### config.mk
export PLATFORM = sky130hd
export DESIGN_NAME = capture_packetizer
export DESIGN_NICKNAME = d
export VERILOG_FILES = /design/src/rtl/fda_link_pkg.sv /design/src/rtl/packet_byte_mux.sv /design/src/rtl/capture_packetizer.sv
export SDC_FILE = /design/constraint.sdc
export NUM_CORES = 1
export LEC_CHECK = 0
export ABC_AREA = 1
export CAP_MARGIN = 20
export CELL_PAD_IN_SITES_DETAIL_PLACEMENT = 1
export CELL_PAD_IN_SITES_GLOBAL_PLACEMENT = 1
export CORE_MARGIN = 4
export CORE_UTILIZATION = 45
export CTS_CLUSTER_SIZE = 16
export DETAILED_ROUTE_END_ITERATION = 10
export PLACE_DENSITY = 0.84
export RECOVER_POWER = 50
export REMOVE_ABC_BUFFERS = 1
export SLEW_MARGIN = 20
export SYNTH_ARGS = -nofsm -noshare
export SYNTH_HDL_FRONTEND = slang
export SYNTH_HIERARCHICAL = 1
export SYNTH_SLANG_ARGS = --single-unit
### constraint.sdc
create_clock -name clk -period 5 [get_ports clk]
set_clock_uncertainty 0.2 [all_clocks]
set_input_delay 0.75 -clock clk [delete_from_list [all_inputs] [get_ports clk]]
set_output_delay 0.75 -clock clk [all_outputs]
set_load 0.02 [all_outputs]
### src/rtl/fda_link_pkg.sv
// Shared definitions for the capture packetizer and the host-link
// transmitter: state encoding, header bytes, packet layout.
package fda_link_pkg;

  typedef enum logic [3:0] {
    ST_IDLE,
    ST_HDR0,
    ST_HDR1,
    ST_REQ,
    ST_WAITV,
    ST_SEND_HI,
    ST_SEND_LO,
    ST_CNT,
    ST_CHK
  } state_e;

  localparam logic [7:0] HEADER0_DEF = 8'hAA;
  localparam logic [7:0] HEADER1_DEF = 8'h55;

  // Packet layout: header bytes, two bytes per data word (MSB first),
  // then the trailer (count byte, checksum byte).
  localparam int PKT_HDR_BYTES  = 2;
  localparam int PKT_WORD_BYTES = 2;
  localparam int PKT_TRL_BYTES  = 2;

  function automatic int pkt_len(input int words);
    return PKT_HDR_BYTES + PKT_WORD_BYTES * words + PKT_TRL_BYTES;
  endfunction

endpackage

### src/rtl/packet_byte_mux.sv
// Selects the outgoing byte for each byte state and folds accepted
// data/count bytes into the running XOR checksum.
// Ports: clk, rst (async active-low), state, word, word_cnt,
//        accept (byte taken this cycle), clear (start of packet), tx_data.
module packet_byte_mux
  import fda_link_pkg::*;
#(
  parameter logic [7:0] HEADER0 = HEADER0_DEF,
  parameter logic [7:0] HEADER1 = HEADER1_DEF
) (
  input  logic        clk,
  input  logic        rst,
  input  logic [3:0]  state,
  input  logic [15:0] word,
  input  logic [7:0]  word_cnt,
  input  logic        accept,
  input  logic        clear,
  output logic [7:0]  tx_data
);

  state_e     st;
  logic       folds;
  logic [7:0] csum_q;
  logic [7:0] csum_d;

  assign st = state_e'(state);

  always_comb begin
    tx_data = 8'h00;
    folds   = 1'b0;
    unique case (st)
      ST_HDR0: tx_data = HEADER0;
      ST_HDR1: tx_data = HEADER1;
      ST_SEND_HI: begin
        tx_data = word[15:8];
        folds   = 1'b1;
      end
      ST_SEND_LO: begin
        tx_data = word[7:0];
        folds   = 1'b1;
      end
      ST_CNT: begin
        tx_data = word_cnt;
        folds   = 1'b1;
      end
      ST_CHK: tx_data = csum_q;
      default: begin
        tx_data = 8'h00;
        folds   = 1'b0;
      end
    endcase
  end

  // Headers and the checksum byte itself stay out of the sum.
  always_comb begin
    csum_d = csum_q;
    if (clear) begin
      csum_d = 8'h00;
    end else if (accept && folds) begin
      csum_d = csum_q ^ tx_data;
    end
  end

  always_ff @(posedge clk or negedge rst) begin
    if (!rst) begin
      csum_q <= 8'h00;
    end else begin
      csum_q <= csum_d;
    end
  end

endmodule

### src/rtl/capture_packetizer.sv
// Drains 16-bit samples from the capture buffer and frames them into
// byte packets: AA 55 {hi lo}* count checksum over a valid/ready link.
// Ports: clk, rst (async active-low); buffer side dataReadyToRead,
//        dataEmpty, dataValid, dataIn, dataRead; link side txData,
//        txValid, txReady; status busy, timeoutErr (sticky).
module capture_packetizer
  import fda_link_pkg::*;
#(
  parameter int         BURST_WORDS   = 16,
  parameter logic [7:0] HEADER0       = HEADER0_DEF,
  parameter logic [7:0] HEADER1       = HEADER1_DEF,
  parameter int         VALID_TIMEOUT = 8
) (
  input  logic        clk,
  input  logic        rst,
  input  logic        dataReadyToRead,
  input  logic        dataEmpty,
  input  logic        dataValid,
  input  logic [15:0] dataIn,
  output logic        dataRead,
  output logic [7:0]  txData,
  output logic        txValid,
  input  logic        txReady,
  output logic        busy,
  output logic        timeoutErr
);

  localparam logic [7:0] BURST_LAST = 8'(BURST_WORDS);
  localparam logic [7:0] TMO_LAST   = 8'(VALID_TIMEOUT - 1);

  state_e      state_q;
  state_e      state_d;
  logic [15:0] word_q;
  logic [15:0] word_d;
  logic [7:0]  cnt_q;
  logic [7:0]  cnt_d;
  logic [7:0]  cnt_inc;
  logic [7:0]  tmo_q;
  logic [7:0]  tmo_d;
  logic        terr_q;
  logic        terr_d;
  logic        clear;
  logic        accept;

  assign accept     = txValid & txReady;
  assign busy       = (state_q != ST_IDLE);
  assign timeoutErr = terr_q;
  assign cnt_inc    = cnt_q + 8'd1;

  always_comb begin
    state_d  = state_q;
    word_d   = word_q;
    cnt_d    = cnt_q;
    tmo_d    = tmo_q;
    terr_d   = terr_q;
    clear    = 1'b0;
    dataRead = 1'b0;
    txValid  = 1'b0;
    unique case (state_q)
      ST_IDLE: begin
        if (dataReadyToRead && !dataEmpty) begin
          state_d = ST_HDR0;
          cnt_d   = 8'd0;
          clear   = 1'b1;
        end
      end
      ST_HDR0: begin
        txValid = 1'b1;
        if (txReady) state_d = ST_HDR1;
      end
      ST_HDR1: begin
        txValid = 1'b1;
        if (txReady) state_d = ST_REQ;
      end
      ST_REQ: begin
        dataRead = 1'b1;
        tmo_d    = 8'd0;
        state_d  = ST_WAITV;
      end
      ST_WAITV: begin
        // A word arriving on the last allowed cycle still wins.
        if (dataValid) begin
          word_d  = dataIn;
          state_d = ST_SEND_HI;
        end else if (tmo_q == TMO_LAST) begin
          terr_d  = 1'b1;
          state_d = ST_CNT;
        end else begin
          tmo_d = tmo_q + 8'd1;
        end
      end
      ST_SEND_HI: begin
        txValid = 1'b1;
        if (txReady) state_d = ST_SEND_LO;
      end
      ST_SEND_LO: begin
        txValid = 1'b1;
        if (txReady) begin
          cnt_d = cnt_inc;
          if ((cnt_inc == BURST_LAST) || dataEmpty) begin
            state_d = ST_CNT;
          end else begin
            state_d = ST_REQ;
          end
        end
      end
      ST_CNT: begin
        txValid = 1'b1;
        if (txReady) state_d = ST_CHK;
      end
      ST_CHK: begin
        txValid = 1'b1;
        if (txReady) state_d = ST_IDLE;
      end
      default: state_d = ST_IDLE;
    endcase
  end

  always_ff @(posedge clk or negedge rst) begin
    if (!rst) begin
      state_q <= ST_IDLE;
      word_q  <= 16'h0000;
      cnt_q   <= 8'd0;
      tmo_q   <= 8'd0;
      terr_q  <= 1'b0;
    end else begin
      state_q <= state_d;
      word_q  <= word_d;
      cnt_q   <= cnt_d;
      tmo_q   <= tmo_d;
      terr_q  <= terr_d;
    end
  end

  packet_byte_mux #(
    .HEADER0 (HEADER0),
    .HEADER1 (HEADER1)
  ) u_mux (
    .clk      (clk),
    .rst      (rst),
    .state    (state_q),
    .word     (word_q),
    .word_cnt (cnt_q),
    .accept   (accept),
    .clear    (clear),
    .tx_data  (txData)
  );

endmodule
# ---- Word-level counts from Yosys, hierarchy flattened
# Cells that the tools add are included.
# W data, S select, Z words.
dict set report totals {
  register_bits 45
  wordCells 72
}
dict set report op_classes {
  n_reduce_logical 16
  muxes 25
  n_eq_ne 20
  add_sub_neg 2
  bitwise_logic 3
}
# op count
set ops {}
lappend ops {{$mux W8} 6}
lappend ops {{$pmux W8 S6} 1}
lappend ops {{$mux W4} 9}
lappend ops {{$pmux W4 S9} 1}
lappend ops {{$pmux W8 S2} 2}
lappend ops {{$ne A2 B2 Y1 const B} 9}
lappend ops {{$add A8 B1 Y8 const B} 2}
lappend ops {{$eq A4 B3 Y1 const B} 4}
lappend ops {{$reduce_and A3 Y1} 3}
lappend ops {{$eq A4 B2 Y1 const B} 2}
lappend ops {{$eq A8 B3 Y1 const B} 1}
lappend ops {{$eq A8 B5 Y1 const B} 1}
lappend ops {{$reduce_and A8 Y1} 1}
lappend ops {{$xor A8 B8 Y8} 1}
lappend ops {{$reduce_bool A2 Y1} 3}
lappend ops {{$reduce_or A6 Y1} 1}
lappend ops {{$mux W1} 5}
lappend ops {{$eq A4 B1 Y1 const B} 1}
lappend ops {{$eq A4 B4 Y1 const B} 1}
lappend ops {{$logic_not A4 Y1} 1}
lappend ops {{$reduce_bool A4 Y1} 1}
lappend ops {{$mux W3} 1}
lappend ops {{$ne A3 B3 Y1 const B} 1}
lappend ops {{$reduce_or A3 Y1} 1}
lappend ops {{other kinds (6)} 7}

# ---- Logic depth before layout (Yosys ltp)
# Gate-level depths: netlist (run 1).
dict set report logic_depth {
  depth_word 7
  mapped_depth 12
  ltp_nobuf 12
}

# ---- Hierarchy
# The synthesis (run 1) kept the hierarchy.
# mod area_per_inst_um2 instances cells_per_inst
set by_module_without_submodules {}
lappend by_module_without_submodules {capture_packetizer 1924.3 1 220}
lappend by_module_without_submodules {packet_byte_mux 842.1 1 105}

# ---- Least setup slack after synthesis (run 1)
# Ideal clock, no wire load.
dict set report synth_path {
  path_type {reg2out}
  from {register state_q[1]}
  to {output txValid}
  slack_ps 2801
  t_arrival_ps 1249
  stages_incl_launch_ff 8
  path_buffers 1
  path_cell_list {dfrtp_1 > buf_6 > nor2_4 > nand3_1 > nand2_1 > or2_1 > inv_1 > nand2_1}
}
dict set report synth_between {
  elab_chain_len 3
  elab_cells_between_ends 8
  classes_between {eq/ne: 6; mux: 1; reduce/logical: 1}
}
# element line_no
set synth_lines {}
lappend synth_lines {{start: declaration} capture_packetizer.sv:31} ;# state_e state_q;
lappend synth_lines {{start signal: assignment} capture_packetizer.sv:127} ;# state_q <= state_d;
lappend synth_lines {{$eq A4 B1 Y1, or another cell as far along} capture_packetizer.sv:59} ;# unique case (state_q)
lappend synth_lines {{$reduce_or A6 Y1 (no line) (*)} n/a}
lappend synth_lines {{$mux W1 (*)} capture_packetizer.sv:59}
lappend synth_lines {{end: declaration} capture_packetizer.sv:22} ;# output logic txValid,
# Every way passes the cells marked *; elsewhere a longest branch is shown, timed or not.

# ---- Worst setup path in the final report (run 1)
dict set report layout_path {
  from {register state_q[1]}
  to {output txData[4]}
}
dict set report layout_between {
  elab_chain_len 2
  elab_cells_between_ends 7
  classes_between {eq/ne: 6; mux: 1}
}
# element line_no
set layout_lines {}
lappend layout_lines {{$eq A4 B4 Y1, or another cell as far along} packet_byte_mux.sv:31} ;# unique case (st)
lappend layout_lines {{$pmux W8 S6 (*)} packet_byte_mux.sv:31}
lappend layout_lines {{end: declaration} capture_packetizer.sv:21} ;# output logic [7:0] txData,
# Marked as above.

==> run_results.csv, run 1 <==
group,metric,value,unit
run_status,outcome,"finished with violations",
run_status,violations,"capacitance limit, slew limit",
global_routing,globalRoute.totalOverflow,0,
global_routing,grt_pass1_vias,2583,
synthesis,sequential_fraction_of_the_synthesis_area,40.7,%
critical_path,timing.critical_path.fanout_max,13,
timing,fin_crit_sh,65.8,%
timing,finalCriticalPeriod,3290,ps
die,dieArea,7470,um2
clock_tree,worstSkewPairLatency,310,ps
critical_path,timing.setup.critical_path_class,"flip-flop to output pin",
hold_path,worstHoldPathCells,1,
critical_path,count_of_buffer_and_inverter_cells_on_the_critical_path,2,
synthesis,post_synth_main_area_contributors,"sky130_fd_sc_hd__dfrtp_1, sky130_fd_sc_hd__nand2_1, sky130_fd_sc_hd__nand3_1, sky130_fd_sc_hd__mux2_2, sky130_fd_sc_hd__nand3_2",
synthesis,synthMostInstantiatedCell,"sky130_fd_sc_hd__nand2_1",
global_routing,initial_antenna_violation_count,0,
clock_tree,h-tree-depth,2,
final_layout,area_delta_synth_final,17.5,%
power,max-vdd-ir-drop,0.000281,V
critical_path,timing.critical_path.cells,"inv_2, nor2_4, nand2_1, nor2_2, nor2_2, nand2_4, clkdlybuf4s50_1",
critical_path,critPathCaptureType,"output pin",
critical_path,crit-reg2reg-capture,"u_mux/csum_q[3]",
final_layout,antenna-diode-count,0,
synthesis,synth_common_cells,"sky130_fd_sc_hd__nand2_1, sky130_fd_sc_hd__dfrtp_1, sky130_fd_sc_hd__nand3_1, sky130_fd_sc_hd__inv_1, sky130_fd_sc_hd__nor2_1",
die,floorplan.core_area,5960,um2
clock_tree,cts-root-to-sink-buffers,2,
synthesis,yosys.area.top_type,"sky130_fd_sc_hd__dfrtp_1",
final_layout,layout.cell_area.non_filler,3250,um2
clock_tree,cts_inserted_buffers,5,
hold_path,worst_hold_class,"flip-flop to flip-flop",
synthesis,synth_async_sr_flop_share,100,%
global_routing,grt_start_max_net_pins,46,
drt,number_of_drc_violations_after_detailed_routing_iteration_0,110,
place,place.port_buffers,33,
critical_path,cp.required,4050,ps
place,post_dp_cell_area,3130,um2
clock_tree,clock-root-buffer,"sky130_fd_sc_hd__clkbuf_8",
power,power_density,567,nW/um2
timing,rsz0062_at_grt,"false",
synthesis,most_used_dff_post_synth,"sky130_fd_sc_hd__dfrtp_1",
timing,hold_violations,0,
global_routing,grt_first_pass_wirelength,12800,um
synthesis,synth-edff-count,0,
critical_path,timing.rr.start,"state_q[0]",
critical_path,critical_path.max_stage_delay,710,ps
die,start_util,46.4,%
drt,routed_wire_length_per_instance,17.1,um
critical_path,start_kind,"flip-flop",
timing,max_freq,304,MHz
die,floorplan_die_width,86.4,um
timing,postLayoutSetupSlackWorst,1710,ps
drt,remaining_drc_errors,0,
synthesis,syn-mean-instance-area,8.51,um2
final_layout,finish.cell_count_without_fillers,436,
power,leakage,1.46,nW
synthesis,ys_warn_count,6,
synthesis,synth.top_cell.area_share,40.7,%
hold_path,min_to,"timeoutErr",
critical_path,worstPathArrival,2340,ps
place,dpl.hpwl,5590,um
critical_path,timing.reg2reg.worst_path_depth,9,
place,routabilityCongestion,0.805,
place,number_of_cells_in_the_design_after_placement,428,
critical_path,worst_path_dominant_cell_family,"flip-flops",
die,die_h,86.4,um
clock_tree,cts.reportedPaths.clkPinSlew,90,ps
synthesis,synth_area,2770,um2
timing,fin_setup_tns,0,ps
die,i_o_pins,34,
synthesis,synth_cell_type_count,33,
final_layout,layout.filler_cells,731,
place,place_worst_setup_slack,2090,ps
clock_tree,cts_setup_buffers,0,
die,std_cell_rows,28,
job,drv.max_cap_violation_count,1,
timing,relSlewSlack,-69.6,%
drt,antenna_left,0,
critical_path,path_common_cell,"sky130_fd_sc_hd__nor2_2",
hold_path,worst_hold_startpoint,"timeoutErr",
synthesis,synth-seq-cells,45,
timing,timing.hold.ws,280,ps
final_layout,drive_above_1_share,19.4,%
power,design_power_total,1.85,mW
drt,routed_via_density,5.59,
timing,timing.final.setup_violations,0,
timing,maxSlewViolCount,46,
clock_tree,tritoncts_num_sinks,45,
drt,post_detailed_routing_wire_length,7460,um
final_layout,post-route-util,54.6,%
drt,dr.pass1.iters,4,
critical_path,worst_reg2reg_setup_slack,2640,ps
clock_tree,cts_tree,"built",
drt,vias,2437,
final_layout,num-nets-final,384,
timing,worstMarginPinSlew,2540,ps
clock_tree,cts_hold_buffers,0,
clock_tree,post_cts.resized_instances,0,
synthesis,post_synth_inst_count,325,
critical_path,critical_path_s_slowest_cell,"sky130_fd_sc_hd__dfrtp_1",
global_routing,gr-usage-all-layers,21.8,%
cells by family (layout without fill, tap and decap cells):
| logic type | after synthesis | count (layout) | share of synthesized area [%] |
|---|---|---|---|
| xor gates and xnor gates | 2 | 2 | 0.633 |
| DFF | 45 | 45 | 40.7 |
| adders and majority gates | 2 | 2 | 0.904 |
| and+or+nand+nor | 179 | 179 | 35.4 |
| AOI/OAI and AO/OA | 38 | 38 | 8.82 |
| buffers and inverters | 43 | 79 | 7.06 |
| muxes | 16 | 16 | 6.51 |
placed cells by master, fill, tap and decap left out, types with 2 or more instances in the layout:
master,Yosys,routed
sky130_fd_sc_hd__inv_1,29,30
sky130_fd_sc_hd__nand2_1,65,68
sky130_fd_sc_hd__inv_2,9,8
sky130_fd_sc_hd__nand3_1,43,43
sky130_fd_sc_hd__dfrtp_1,45,45
sky130_fd_sc_hd__bufinv_16,0,2
sky130_fd_sc_hd__nor3_1,6,8
sky130_fd_sc_hd__o22ai_1,2,2
sky130_fd_sc_hd__nand4_1,4,4
sky130_fd_sc_hd__xor2_1,2,2
sky130_fd_sc_hd__nand3_2,11,11
sky130_fd_sc_hd__nor2_1,21,21
sky130_fd_sc_hd__o21ai_0,12,12
sky130_fd_sc_hd__clkbuf_8,0,5
sky130_fd_sc_hd__nor2_2,8,8
sky130_fd_sc_hd__o211ai_1,6,6
sky130_fd_sc_hd__nor2_4,6,6
sky130_fd_sc_hd__clkdlybuf4s50_1,0,32
sky130_fd_sc_hd__mux2_2,16,16
sky130_fd_sc_hd__a21oi_1,12,12
sky130_fd_sc_hd__nand4_2,6,6
sky130_fd_sc_hd__ha_1,2,2
flip-flops by register name (all words and copies together) (netlist names):
name and flops:
word_q 16, state_q 4, u_mux/csum_q 8, tmo_q 8
timeoutErr 1, cnt_q 8
routing by layer:
metal	track usage [%]	routed length (um)	vias to the layer above
met5	0	0	-
met4	5.95	104	0
met3	3.23	244	10
met2	37.3	3740	50
met1	28.7	3370	1216
li1	-	-	1161
power breakdown:
part           total (mW)  internal [mW]  switching (mW)
clock network       0.341          0.201           0.139
registers           0.657          0.493           0.164
logic               0.847          0.328           0.519
layout make-up:
class | instances | area, um2 | area share (%)
multi-input cells | 237 | 1430 | 43.9
clock inverters | 3 | 68.8 | 2.12
flip-flops and latches | 45 | 1130 | 34.6
clock buffers | 5 | 68.8 | 2.12
well taps | 75 | 93.8 | 2.89
inverters | 38 | 143 | 4.39
repair buffers | 33 | 324 | 9.97
worst max path at each step:
| stage | from | endpoint | slack [ps] | cells after the start |
|---|---|---|---|---|
| floorplan | state_q[1] | txValid | 2800 | 6 |
| global placement | state_q[1] | txData[4] | 2150 | 7 |
| detailed placement | state_q[1] | txData[4] | 2090 | 7 |
| CTS | state_q[1] | txData[4] | 1700 | 7 |
| global route | state_q[1] | txData[4] | 1570 | 7 |
| finish | state_q[1] | txData[4] | 1710 | 7 |
No activity file was read; power rests on OpenSTA's default activity.
==> inputs of run 2 (changes only) <==
--- a/config.mk
+++ b/config.mk
@@ -10,10 +10,10 @@
 export CELL_PAD_IN_SITES_DETAIL_PLACEMENT = 1
 export CELL_PAD_IN_SITES_GLOBAL_PLACEMENT = 1
 export CORE_MARGIN = 4
-export CORE_UTILIZATION = 45
+export CORE_UTILIZATION = 38
 export CTS_CLUSTER_SIZE = 16
 export DETAILED_ROUTE_END_ITERATION = 10
-export PLACE_DENSITY = 0.84
+export PLACE_DENSITY = 0.75
 export RECOVER_POWER = 50
 export REMOVE_ABC_BUFFERS = 1
 export SLEW_MARGIN = 20
==> constraint.sdc (replaced) <==
create_clock -name clk -period 2.9 [get_ports clk]
set_clock_uncertainty 0.2 [all_clocks]
set_input_delay 0.435 -clock clk [delete_from_list [all_inputs] [get_ports clk]]
set_output_delay 0.435 -clock clk [all_outputs]
set_load 0.02 [all_outputs]
==> run 2 against run 1 <==
  * The flow now finishes without violations
  * Die area is 17% higher
  * Global-route usage is 4.3 points lower
  * Combinational power is 81% higher
  * Clock power up 21%
  * Non-clock buffer count grew 7
  * Critical endpoint unchanged
==> run_results.csv, run 2 (synthesized netlist as in run 1, its figures left out) <==
group,metric,value,unit
critical_path,crit-reg2reg-capture,"tmo_q[3]",
final_layout,layout.cell_area.non_filler,3320,um2
run_status,outcome,"complete, no violations",
final_layout,antenna-diode-count,0,
die,dieArea,8710,um2
critical_path,timing.setup.critical_path_class,"flip-flop to output pin",
timing,rsz0062_at_grt,"false",
hold_path,worstHoldPathCells,1,
place,post_dp_cell_area,3190,um2
drt,routed_wire_length_per_instance,15.6,um
drt,antenna_left,0,
global_routing,globalRoute.totalOverflow,0,
drt,dr.pass1.iters,4,
power,leakage,1.48,nW
drt,vias,2405,
power,design_power_total,3.08,mW
critical_path,timing.reg2reg.worst_path_depth,9,
place,routabilityCongestion,0.812,
die,floorplan.core_area,6940,um2
final_layout,final_common_cell,"sky130_fd_sc_hd__nand2_1",
critical_path,critPathCaptureType,"output pin",
clock_tree,h-tree-depth,2,
timing,max_freq,360,MHz
final_layout,final_cell_mix,"sky130_fd_sc_hd__nand2_1, sky130_fd_sc_hd__nand3_1, sky130_fd_sc_hd__dfrtp_1, sky130_fd_sc_hd__inv_1, sky130_fd_sc_hd__clkdlybuf4s50_1",
drt,post_detailed_routing_wire_length,7230,um
power,power_density,927,nW/um2
global_routing,grt_start_max_net_pins,24,
final_layout,drive_above_1_share,21.5,%
final_layout,area_delta_synth_final,19.9,%
global_routing,grt_pass1_vias,2478,
die,floorplan_die_width,93.3,um
critical_path,timing.rr.start,"tmo_q[0]",
die,std_cell_rows,30,
final_layout,num-nets-final,391,
hold_path,worst_hold_startpoint,"timeoutErr",
critical_path,timing.critical_path.fanout_max,13,
final_layout,post-route-util,47.8,%
power,max-vdd-ir-drop,0.000543,V
global_routing,initial_antenna_violation_count,0,
timing,finalCriticalPeriod,2780,ps
timing,timing.hold.ws,258,ps
global_routing,gr-usage-all-layers,17.5,%
clock_tree,clock-root-buffer,"sky130_fd_sc_hd__clkbuf_8",
final_layout,layout.filler_cells,874,
drt,routed_via_density,5.18,
place,place_worst_setup_slack,296,ps
timing,worstMarginPinSlew,1280,ps
clock_tree,cts-root-to-sink-buffers,2,
global_routing,grt_first_pass_wirelength,12100,um
timing,fin_setup_tns,0,ps
timing,relSlewSlack,14.4,%
clock_tree,cts.reportedPaths.clkPinSlew,90,ps
timing,postLayoutSetupSlackWorst,121,ps
final_layout,finish.cell_count_without_fillers,464,
place,dpl.hpwl,5620,um
hold_path,min_to,"timeoutErr",
timing,maxSlewViolCount,0,
die,die_h,93.3,um
timing,hold_violations,0,
clock_tree,cts_tree,"built",
place,number_of_cells_in_the_design_after_placement,453,
hold_path,worst_hold_class,"flip-flop to flip-flop",
clock_tree,cts_inserted_buffers,5,
timing,timing.final.setup_violations,0,
die,i_o_pins,34,
critical_path,worst_reg2reg_setup_slack,590,ps
clock_tree,worstSkewPairLatency,300,ps
critical_path,worstPathArrival,2140,ps
drt,number_of_drc_violations_after_detailed_routing_iteration_0,86,
die,start_util,39.8,%
critical_path,start_kind,"flip-flop",
place,place.port_buffers,33,
timing,fin_crit_sh,95.8,%
final_layout,top_reg_by_flops,"word_q",
job,drv.max_cap_violation_count,0,
final_layout,largest_register_ffs,16,
clock_tree,tritoncts_num_sinks,45,
drt,remaining_drc_errors,0,
critical_path,cp.required,2270,ps
## run 2: changes by cell type in the layout (fill, tap and decap cells not counted)
cell / delta
sky130_fd_sc_hd__dfrtp_1: -4
sky130_fd_sc_hd__dlygate4sd3_1: +2
sky130_fd_sc_hd__nand2_1: -1
sky130_fd_sc_hd__dlymetal6s2s_1: +1
sky130_fd_sc_hd__clkbuf_1: +2
sky130_fd_sc_hd__clkinvlp_4: +1
sky130_fd_sc_hd__nand2_2: +1
sky130_fd_sc_hd__dfrtp_2: +4
sky130_fd_sc_hd__buf_12: +2
sky130_fd_sc_hd__inv_6: +1
sky130_fd_sc_hd__buf_4: +2
sky130_fd_sc_hd__clkdlybuf4s50_1: -2
sky130_fd_sc_hd__bufinv_16: -2
## run 2: repair_timing
action                     CTS  global route
hold endpoints to repair    45             0
setup buffers                2             0
gates resized for setup      1             4
cloned                       0             0
pin swaps                    1             0
setup endpoints to repair    2             9
hold buffers                 1             0
## run 2: how the worst max path moves through the flow
stage | startpoint | to | slack (ps) | cells after the start
2_1_floorplan | state_q[1] | u_mux/csum_q[0] | 940 | 10
3_3_place_gp | state_q[1] | txData[4] | 360 | 7
3_5_place_dp | state_q[1] | txData[4] | 300 | 7
4_1_cts | state_q[0] | txValid | 40 | 7
5_1_grt | state_q[1] | txData[4] | 40 | 7
6_report | state_q[1] | txData[4] | 120 | 7
## run 2: power breakdown
part           switching (mW)  internal, mW  leakage [nW]
clock                   0.236         0.176        0.0452
combinational           0.899         0.628         0.856
sequential              0.280         0.855         0.581
## run 2: worst max-delay path, cell delays in order, from the launching register on
cell,delay [ps]
sky130_fd_sc_hd__dfrtp_2,570
sky130_fd_sc_hd__inv_2,80
sky130_fd_sc_hd__nor2_4,230
sky130_fd_sc_hd__nand2_1,120
sky130_fd_sc_hd__nor2_2,120
sky130_fd_sc_hd__nor2_2,60
sky130_fd_sc_hd__nand2_4,60
sky130_fd_sc_hd__clkdlybuf4s50_1,600
## run 2: metal layers
metal	global-route usage (%)	share of wire (%)	up-vias
met2	30.6	52	32
met1	22.8	44	1191
li1	-	-	1175
met4	3.54	0.90	0
met3	2.57	2.9	7
met5	0	0	-
## run 2: cell type report
type	count	area, um2	area share (%)
multi-input cells	237	1430	43.1
flip-flops and latches	45	1130	34.1
repair buffers	40	399	12.0
inverters	38	143	4.30
well taps	96	120	3.62
clock buffers	5	68.8	2.07
clock inverters	3	25.0	0.754
